$ cat src/rtl/cpu_pkg.sv
// rtl/cpu_pkg.sv - shared opcodes, sequencer state and read-use decode
package cpu_pkg;

  localparam int REG_W = 2;

  localparam logic [3:0] OP_LOAD  = 4'd0;
  localparam logic [3:0] OP_STOP  = 4'd1;
  localparam logic [3:0] OP_STORE = 4'd2;
  localparam logic [3:0] OP_SHIFT = 4'd3;
  localparam logic [3:0] OP_ADD   = 4'd4;
  localparam logic [3:0] OP_BZ    = 4'd5;
  localparam logic [3:0] OP_SUB   = 4'd6;
  localparam logic [3:0] OP_ORI   = 4'd7;
  localparam logic [3:0] OP_NAND  = 4'd8;
  localparam logic [3:0] OP_BNZ   = 4'd9;
  localparam logic [3:0] OP_NOP   = 4'd10;
  localparam logic [3:0] OP_BPZ   = 4'd13;

  typedef enum logic [1:0] {
    ST_RUN   = 2'd0,
    ST_FLUSH = 2'd1,
    ST_DRAIN = 2'd2,
    ST_HALT  = 2'd3
  } seq_state_t;

  typedef struct packed {
    logic ra;
    logic rb;
    logic r1;
  } read_use_t;

  // ori implicitly reads R1; branches, nop and stop read no registers.
  function automatic read_use_t decode_read_use(input logic [3:0] op);
    read_use_t use_q;
    use_q = '0;
    case (op)
      OP_ADD, OP_SUB, OP_NAND, OP_STORE: begin
        use_q.ra = 1'b1;
        use_q.rb = 1'b1;
      end
      OP_LOAD:  use_q.rb = 1'b1;
      OP_SHIFT: use_q.ra = 1'b1;
      OP_ORI:   use_q.r1 = 1'b1;
      default:  use_q = '0;
    endcase
    return use_q;
  endfunction

endpackage

$ cat src/rtl/hazard_detect.sv
// rtl/hazard_detect.sv - read-after-write hazard check of IR2 against IR3/IR4
module hazard_detect
  import cpu_pkg::*;
#(
  parameter int REG_W = cpu_pkg::REG_W
) (
  input  logic [3:0]       op,
  input  logic [REG_W-1:0] ra,
  input  logic [REG_W-1:0] rb,
  input  logic             ir3_wr_en,
  input  logic [REG_W-1:0] ir3_wd,
  input  logic             ir4_wr_en,
  input  logic [REG_W-1:0] ir4_wd,
  output logic             hazard
);

  localparam logic [REG_W-1:0] REG_R1 = REG_W'(1);

  read_use_t read_use;
  logic      ra_hit;
  logic      rb_hit;
  logic      r1_hit;

  // No forwarding: any pending write to a read register blocks IR2.
  assign read_use = decode_read_use(op);
  assign ra_hit   = (ir3_wr_en && (ir3_wd == ra)) || (ir4_wr_en && (ir4_wd == ra));
  assign rb_hit   = (ir3_wr_en && (ir3_wd == rb)) || (ir4_wr_en && (ir4_wd == rb));
  assign r1_hit   = (ir3_wr_en && (ir3_wd == REG_R1)) || (ir4_wr_en && (ir4_wd == REG_R1));

  assign hazard = (read_use.ra && ra_hit) || (read_use.rb && rb_hit) || (read_use.r1 && r1_hit);

endmodule

$ cat src/rtl/pipeline_sequencer.sv
// rtl/pipeline_sequencer.sv - four-stage pipeline control FSM with stall/flush counters
module pipeline_sequencer
  import cpu_pkg::*;
#(
  parameter int REG_W        = cpu_pkg::REG_W,
  parameter int FLUSH_EXTRA  = 1,
  parameter int DRAIN_CYCLES = 2,
  parameter int CNT_W        = 16
) (
  input  logic             clock,
  input  logic             reset,
  input  logic [3:0]       ir2_op,
  input  logic [REG_W-1:0] ir2_ra,
  input  logic [REG_W-1:0] ir2_rb,
  input  logic             ir3_wr_en,
  input  logic             ir4_wr_en,
  input  logic [REG_W-1:0] ir3_wd,
  input  logic [REG_W-1:0] ir4_wd,
  input  logic             branch_taken,
  output logic             en_fetch,
  output logic             ir2_load,
  output logic             ir3_load,
  output logic             ir4_load,
  output logic             ir2_squash,
  output logic             ir3_bubble,
  output logic             halted,
  output logic [CNT_W-1:0] stall_count,
  output logic [CNT_W-1:0] flush_count
);

  localparam int MAX_SEQ = (FLUSH_EXTRA > DRAIN_CYCLES) ? FLUSH_EXTRA : DRAIN_CYCLES;
  localparam int SEQ_W   = (MAX_SEQ < 2) ? 1 : $clog2(MAX_SEQ + 1);

  localparam logic [SEQ_W-1:0] SEQ_FLUSH = SEQ_W'(FLUSH_EXTRA);
  localparam logic [SEQ_W-1:0] SEQ_DRAIN = SEQ_W'(DRAIN_CYCLES);
  localparam logic [SEQ_W-1:0] SEQ_ONE   = SEQ_W'(1);

  seq_state_t       state;
  seq_state_t       next_state;
  logic [SEQ_W-1:0] seq_cnt;
  logic [SEQ_W-1:0] seq_cnt_next;
  logic             hazard;
  logic             stall_inc;
  logic             flush_inc;

  hazard_detect #(
    .REG_W(REG_W)
  ) u_hazard_detect (
    .op       (ir2_op),
    .ra       (ir2_ra),
    .rb       (ir2_rb),
    .ir3_wr_en(ir3_wr_en),
    .ir3_wd   (ir3_wd),
    .ir4_wr_en(ir4_wr_en),
    .ir4_wd   (ir4_wd),
    .hazard   (hazard)
  );

  always_ff @(posedge clock) begin
    if (reset) begin
      state       <= ST_RUN;
      seq_cnt     <= '0;
      stall_count <= '0;
      flush_count <= '0;
    end else begin
      state   <= next_state;
      seq_cnt <= seq_cnt_next;
      if (stall_inc && (stall_count != '1)) stall_count <= stall_count + CNT_W'(1);
      if (flush_inc && (flush_count != '1)) flush_count <= flush_count + CNT_W'(1);
    end
  end

  // Strobes are held low for the whole reset cycle regardless of state.
  always_comb begin
    next_state   = state;
    seq_cnt_next = seq_cnt;
    stall_inc    = 1'b0;
    flush_inc    = 1'b0;
    en_fetch     = 1'b0;
    ir2_load     = 1'b0;
    ir3_load     = 1'b0;
    ir4_load     = 1'b0;
    ir2_squash   = 1'b0;
    ir3_bubble   = 1'b0;
    halted       = 1'b0;
    if (!reset) begin
      case (state)
        ST_RUN: begin
          if (branch_taken) begin
            {en_fetch, ir2_load, ir3_load, ir4_load, ir2_squash} = 5'b11111;
            flush_inc    = 1'b1;
            seq_cnt_next = SEQ_FLUSH;
            next_state   = (FLUSH_EXTRA == 0) ? ST_RUN : ST_FLUSH;
          end else if (hazard) begin
            ir3_bubble = 1'b1;
            ir3_load   = 1'b1;
            ir4_load   = 1'b1;
            stall_inc  = 1'b1;
          end else if (ir2_op == OP_STOP) begin
            {ir2_load, ir3_load, ir4_load, ir2_squash} = 4'b1111;
            seq_cnt_next = SEQ_DRAIN;
            next_state   = (DRAIN_CYCLES == 0) ? ST_HALT : ST_DRAIN;
          end else begin
            {en_fetch, ir2_load, ir3_load, ir4_load} = 4'b1111;
          end
        end
        ST_FLUSH: begin
          {en_fetch, ir2_load, ir3_load, ir4_load, ir2_squash} = 5'b11111;
          if (branch_taken) begin
            flush_inc    = 1'b1;
            seq_cnt_next = SEQ_FLUSH;
            next_state   = (FLUSH_EXTRA == 0) ? ST_RUN : ST_FLUSH;
          end else if (seq_cnt <= SEQ_ONE) begin
            seq_cnt_next = '0;
            next_state   = ST_RUN;
          end else begin
            seq_cnt_next = seq_cnt - SEQ_ONE;
          end
        end
        ST_DRAIN: begin
          {ir2_load, ir3_load, ir4_load, ir2_squash} = 4'b1111;
          if (seq_cnt <= SEQ_ONE) begin
            seq_cnt_next = '0;
            next_state   = ST_HALT;
          end else begin
            seq_cnt_next = seq_cnt - SEQ_ONE;
          end
        end
        ST_HALT: halted = 1'b1;
        default: next_state = ST_RUN;
      endcase
    end
  end

endmodule
$ cat config.mk
export PLATFORM = sky130hd
export DESIGN_NAME = pipeline_sequencer
export DESIGN_NICKNAME = d
export VERILOG_FILES = /design/src/rtl/cpu_pkg.sv /design/src/rtl/hazard_detect.sv /design/src/rtl/pipeline_sequencer.sv
export SDC_FILE = /design/constraint.sdc
export NUM_CORES = 1
export LEC_CHECK = 0
export BUFFER_PORTS_ARGS = -buffer_cell sky130_fd_sc_hd__buf_2
export CAP_MARGIN = 40
export CORE_ASPECT_RATIO = 0.75
export CORE_MARGIN = 5
export CORE_UTILIZATION = 52
export CTS_CLUSTER_DIAMETER = 60
export DETAILED_ROUTE_END_ITERATION = 8
export GPL_TIMING_DRIVEN = 0
export MAX_ROUTING_LAYER = met4
export PLACE_DENSITY = 0.79
export SETUP_SLACK_MARGIN = 0.3
export SKIP_LAST_GASP = 1
export SYNTH_ARGS = -nofsm -noshare
export SYNTH_HDL_FRONTEND = slang
export SYNTH_SLANG_ARGS = --single-unit
$ cat constraint.sdc
create_clock -name clock -period 3.1 [get_ports clock]
set_clock_uncertainty 0.1 [all_clocks]
set_input_delay 0.93 -clock clock [delete_from_list [all_inputs] [get_ports clock]]
set_output_delay 0.93 -clock clock [all_outputs]
set_load 0.02 [all_outputs]
==> results of run 1 <==
[worst max-delay path by stage]
stage	startpoint	end	slack, ns	cells past startpoint
finish	ir4_wd[0]	ir2_load	-0.18	9
global route	ir2_rb[1]	ir2_load	-0.25	9
CTS	ir2_rb[1]	en_fetch	-0.12	8
detailed placement	ir4_wd[1]	en_fetch	-0.24	8
global placement	ir2_op[3]	ir3_bubble	-0.19	7
floorplan	ir2_op[1]	ir2_load	0.15	5
[tightest hold or removal path, cell delays in order (launching register included)]
cell and delay [ns]:
dfxtp_1 0.33, o31ai_1 0.07, a21oi_1 0.06
[cells by family after synthesis]
logic type	after synthesis	synth area share, %
mux	2	0.956
flops	36	34.4
buf+inv	20	4.54
xor+xnor	18	7.53
fa+ha+maj	7	4.18
simple gates	111	27.9
compound gates	65	20.4
[metrics by stage]
stage                     setup slack, ns  utilization (%)  power, mW  hold WS, ns  setup TNS, ns
after floorplan                     0.151                -      0.652        0.376              0
after global placement             -0.190             61.7      0.709        0.379         -0.517
after detailed placement           -0.244             61.7      0.715        0.386         -0.698
after CTS                          -0.115             67.7       1.08        0.397         -0.261
after global routing               -0.246             68.8       1.15        0.433         -0.681
final                              -0.183             68.8       1.09        0.401         -0.473
[repair_timing]
action | 4_1_cts | 5_1_grt
setup endpoints to repair | 5 | 7
resized for setup | 30 | 9
pin swaps | 15 | 4
buffers inserted | 4 | 1
[flip-flops by register name (all words and copies together) (netlist names)]
register     cells
seq_cnt          2
flush_count     16
state            2
stall_count     16
[synthesized netlist by cell type, drive strengths merged (4+ instances only)]
library cell / n / area, sq um
nor2: 24 / 90.1
o21ai: 19 / 95.1
or4: 4 / 30.0
or3: 17 / 106
dfxtp: 36 / 721
o31ai: 6 / 50.1
nor3: 7 / 35.0
ha: 7 / 87.6
xnor2: 14 / 123
inv: 10 / 37.5
nor2b: 5 / 31.3
nand3: 16 / 80.1
buf: 4 / 35.0
xor2: 4 / 35.0
clkbuf: 6 / 22.5
nand2: 16 / 60.1
nand4: 4 / 25.0
or2: 4 / 25.0
a21oi: 23 / 115
[layout make-up]
| class | count | area [sq um] | share of cell area (%) |
|---|---|---|---|
| multi-input cells | 203 | 1400 | 51.1 |
| flip-flops and latches | 36 | 721 | 26.3 |
| repair buffers | 58 | 363 | 13.3 |
| clock buffers | 5 | 68.8 | 2.51 |
| well taps | 55 | 68.8 | 2.51 |
| plain buffers | 10 | 61.3 | 2.24 |
| inverters | 10 | 37.5 | 1.37 |
| clock inverters | 3 | 18.8 | 0.686 |
[routing by layer]
metal / global-route usage [%] / share of wire [%] / vias up
met5: - / 0 / -
met4: 8.37 / 1.9 / 0
met3: 6.23 / 6.4 / 14
met2: 33.7 / 47 / 81
met1: 26.2 / 45 / 1007
li1: - / - / 1066
[power breakdown]
group / total [mW] / switching, mW / internal (mW)
Clock: 0.340 / 0.183 / 0.157
Combinational: 0.265 / 0.154 / 0.111
Sequential: 0.488 / 0.0128 / 0.475
Total: 1.09 / 0.350 / 0.743
==> impl_metrics.py, run 1 <==
metrics = {
    "critical_path": {
        "critPathKind": "input pin to output pin",
        "r2r-end": "stall_count[15]$_SDFFE_PP0P_",
        "regToRegSetupSlack_ns": 0.86,
        "cpLargestDelayFamily": "compound AO/OA/AOI/OAI gates",
        "critical_path_required_ns": 2.07,
        "cpMostUsedCell": "buf_4",
        "start_kind": "input pin",
        "timing.rr.start": "state[0]$_SDFFE_PP0P_",
        "slowest_stage": "a221oi_4",
        "max_stage_delay_ns": 0.33,
        "cp_cell_sequence": "buf_4, xnor2_2, nand3_2, a221oi_4, nor3_4, buf_4, o21ai_2, a21boi_2, buf_6",
        "crit_arrival_ns": 2.25,
        "worst-r2r-cell-count": 7,
        "endpoint_kind": "output pin",
        "critPathMaxFanout": 3,
        "critical_path_buf_inv_count": 3,
    },
    "cells_and_area": {
        "finalNonFillerCells": 380,
        "layout_common_cells": "42 x buf_2, 36 x dfxtp_1, 23 x nor2_1, 23 x a21oi_1, 17 x or3_1",
        "n_antenna_cell": 0,
        "mostFrequentLayoutCell": "buf_2",
        "area_growth_pct": 30.8,
        "drive_gt1_share_pct": 31.1,
        "fin_area_sq_um": 2740,
        "fillCellCount": 323,
        "final_nets": 348,
    },
    "detailed_routing": {
        "ant_nets": 0,
        "drt_iter0_drc": 248,
        "routed_wl_mm": 5.62,
        "first_pass_iters": 4,
        "wl_per_cell_microns": 14.8,
        "vias_per_cell": 5.71,
        "vias": 2168,
        "route.detailed.drc": 0,
    },
    "timing": {
        "setup_viol": 3,
        "period_share_pct": 106,
        "finalCriticalPeriod_ns": 3.28,
        "hold_violations": 0,
        "worst_slack_ns": -0.183,
        "rsz0062_at_grt": "true",
        "fmax_mhz": 305,
        "final-max-slew-violation-count": 0,
        "worst_pin_slew_ns": 0.509,
        "max-slew-margin-rel_pct": 66.0,
    },
    "hold_path": {
        "worstHoldStart": "stall_count[10]$_SDFFE_PP0P_",
        "worstHoldEndpoint": "stall_count[10]$_SDFFE_PP0P_",
        "whs_path_depth": 2,
        "hp-class": "register to register",
    },
    "place": {
        "dpl_cell_area_sq_um": 2450,
        "dp.cells": 367,
        "place_congestion": 0.825,
        "hpwl_mm": 3.85,
        "port_buffers": 53,
    },
    "clocking": {
        "h-tree-depth": 2,
        "cts_tree": "yes",
        "clock_sinks": 36,
        "hold_buffers": 0,
        "clockRootBuffer": "clkbuf_8",
        "clock_path_buffers": 2,
        "clk_latency_ns": 0.29,
        "cts.clk_slew.worst_paths_ns": 0.08,
        "cts_buffers": 5,
    },
    "run_status": {
        "failed_checks": "negative setup slack",
        "status": "finished, violations left",
    },
    "grt": {
        "antenna_found_initial": 0,
        "grtUsageTotal_pct": 21.4,
        "grt_pass1_wl_mm": 9.25,
        "grt_max_degree": 13,
        "grt_overflow": 0,
        "first_global_vias": 2039,
    },
    "synthesis": {
        "synthFlopType": "dfxtp_1",
        "avgSynthCellArea_sq_um": 8.08,
        "yosysSeqAreaShare_pct": 34.4,
        "synthDistinctLibCells": 46,
        "ys_seq_elements": 36,
        "syn_nets": 283,
        "synthArstFlopShare_pct": 0,
        "synth_cells": 259,
        "synth_area_sq_um": 2090,
        "synth_edf_count": 0,
        "yosysWarnings": 0,
    },
    "floorplanning": {
        "rows": 20,
        "die_w_microns": 83.3,
        "start_util_pct": 52.6,
        "io_pins": 56,
        "die_h_microns": 64.9,
        "core_sq_um": 3980,
        "die_area_sq_um": 5410,
    },
    "power": {
        "irDropWorstVdd_mv": 0.428,
        "p_per_area_nw_per_um2": 399,
        "cellLeakagePower_nw": 1.07,
    },
    "job": {
        "max-cap-violations": 0,
    },
}
(Power assumes the default switching activity.)
==> run 2: changes to the inputs <==
Settings changed: CTS_BUF_LIST set to sky130_fd_sc_hd__clkbuf_8 sky130_fd_sc_hd__clkbuf_16, MAX_ROUTING_LAYER met4 to not set.
==> run 2 against run 1 <==
  * The run still ends with negative setup slack left
  * Clock power about the same
  * Fmax decreased by 1.3%
  * Design area increased by 0.18%
  * Worst hold slack got worse by 0.00054 ns
  * Largest cell class unchanged
  * Largest power group unchanged
==> impl_metrics.py, run 2 (synthesized netlist as in run 1, its figures left out) <==
metrics = {
    "cells_and_area": {
        "n_antenna_cell": 0,
        "register_area_sq_um": 721,
        "fin_area_sq_um": 2740,
        "multiInputGateArea_sq_um": 1400,
        "mostFrequentLayoutCell": "buf_2",
        "layout_common_cells": "42 x buf_2, 36 x dfxtp_1, 23 x nor2_1, 23 x a21oi_1, 17 x or3_1",
        "area_growth_pct": 31.0,
        "finalNonFillerCells": 380,
        "reg_top3": "flush_count (16), stall_count (16)",
        "final_nets": 348,
        "utilization_pct": 68.9,
        "fillCellCount": 319,
        "drive_gt1_share_pct": 31.1,
    },
    "critical_path": {
        "cp_cell_sequence": "buf_2, or2_4, a221oi_4, nor3_4, a211oi_2, nor3_2, buf_4",
        "max_stage_delay_ns": 0.37,
        "crit_arrival_ns": 2.30,
        "cpLargestDelayFamily": "compound AO/OA/AOI/OAI gates",
        "critical_path_buf_inv_count": 2,
        "critPathKind": "input pin to output pin",
        "critical_path_required_ns": 2.07,
        "critPathMaxFanout": 4,
        "slowest_stage": "a221oi_4",
        "worst-r2r-cell-count": 7,
        "endpoint_kind": "output pin",
        "crit_cells": 7,
        "start_kind": "input pin",
    },
    "floorplanning": {
        "start_util_pct": 52.6,
        "core_sq_um": 3980,
        "io_pins": 56,
        "die_area_sq_um": 5410,
        "die_h_microns": 64.9,
        "die_w_microns": 83.3,
        "rows": 20,
    },
    "detailed_routing": {
        "drt_iter0_drc": 194,
        "top_layer": "met4",
        "vias_per_cell": 5.74,
        "met1Wirelength_mm": 2.61,
        "route.detailed.drc": 0,
        "first_pass_iters": 4,
        "routed_wl_mm": 5.86,
        "wl_met2_mm": 2.76,
        "vias": 2180,
        "wl_per_cell_microns": 15.4,
        "ant_nets": 0,
        "dr_wl_met3_microns": 350,
    },
    "timing": {
        "finalCriticalPeriod_ns": 3.33,
        "hold_violations": 0,
        "worst_pin_slew_ns": 0.526,
        "worst_slack_ns": -0.227,
        "max-slew-margin-rel_pct": 64.9,
        "period_share_pct": 107,
        "rsz0062_at_grt": "true",
        "setup_viol": 3,
        "fmax_mhz": 301,
        "final-max-slew-violation-count": 0,
        "holdWs_ns": 0.400,
    },
    "power": {
        "seq_power_share_pct": 44.3,
        "irDropWorstVdd_mv": 0.428,
        "cellLeakagePower_nw": 1.08,
        "intPower_mw": 0.744,
        "netSwitchingFraction_pct": 32.6,
        "power_frac_comb_pct": 24.8,
        "p_clk_share_pct": 30.9,
        "p_per_area_nw_per_um2": 403,
        "p_sw_mw": 0.360,
    },
    "grt": {
        "antenna_found_initial": 0,
        "grtUsageTotal_pct": 20.8,
        "grt_overflow": 0,
        "first_global_vias": 2043,
        "grt_pass1_wl_mm": 9.27,
        "grt_max_degree": 13,
    },
    "clocking": {
        "cts_tree": "yes",
        "clock_path_buffers": 2,
        "cts_buffers": 5,
        "hold_buffers": 0,
        "clockRootBuffer": "clkbuf_8",
        "clk_latency_ns": 0.29,
        "cts.clk_slew.worst_paths_ns": 0.08,
        "h-tree-depth": 2,
        "clock_sinks": 36,
    },
    "run_status": {
        "status": "finished, violations left",
        "failed_checks": "negative setup slack",
    },
    "place": {
        "hpwl_mm": 3.85,
        "place_congestion": 0.813,
        "port_buffers": 53,
        "dpl_cell_area_sq_um": 2450,
        "dp.cells": 367,
    },
    "job": {
        "max-cap-violations": 0,
    },
    "hold_path": {
        "whs_path_depth": 2,
        "hp-class": "register to register",
    },
}
-- run 2: metrics by stage --
step,worst slack [ns],power [mW],setup TNS [ns]
global route,-0.253,1.16,-0.710
global placement,-0.190,0.709,-0.517
finish,-0.227,1.10,-0.603
floorplan,0.151,0.652,0
CTS,-0.115,1.08,-0.261
detailed placement,-0.244,0.715,-0.698
-- run 2: final timing paths --
check,startpoint,to,slack (ns)
worst min register to register,stall_count[10]$_SDFFE_PP0P_,stall_count[10]$_SDFFE_PP0P_,0.40
worst min-delay path,stall_count[10]$_SDFFE_PP0P_,stall_count[10]$_SDFFE_PP0P_,0.40
worst max-delay path,ir2_op[1],en_fetch,-0.23
worst max register to register,state[0]$_SDFFE_PP0P_,stall_count[15]$_SDFFE_PP0P_,0.82
-- run 2: worst register-to-register path, stage by stage, from the launching register on --
cell      delay, ns
dfxtp_1        0.35
inv_1          0.13
ha_1           0.30
nand2b_1       0.12
a41oi_1        0.33
o31ai_4        0.20
or4_1          0.55
a21oi_1        0.15
-- run 2: final cells by class --
type | instances | share of cell area [%]
Clock buffer | 5 | 2.51
Timing Repair Buffer | 58 | 13.2
Buffer | 10 | 2.24
Tap cell | 55 | 2.51
Inverter | 10 | 1.37
Clock inverter | 3 | 0.684
Sequential cell | 36 | 26.3
Multi-Input combinational cell | 203 | 51.2
-- run 2: per-layer routing --
layer / vias up / GRT usage, %
li1: 1066 / -
met1: 1027 / 26.3
met4: 0 / 8.98
met5: - / 0
met2: 71 / 33.7
met3: 16 / 5.46
-- run 2: power groups by stage --
stage                     Combinational, mW  Clock (mW)  Sequential [mW]
after floorplan                       0.152           0            0.501
after global placement                0.210           0            0.498
after detailed placement              0.216           0            0.499
after CTS                             0.249       0.343            0.488
after global routing                  0.295       0.373            0.491
final                                 0.274       0.342            0.489
-- run 2: repair_timing --
action	CTS	global route
pin swaps	15	4
setup buffers	4	1
gates cloned	0	0
resized for setup	30	9
endpoints found under the setup margin	5	7
hold endpoints to repair	0	0
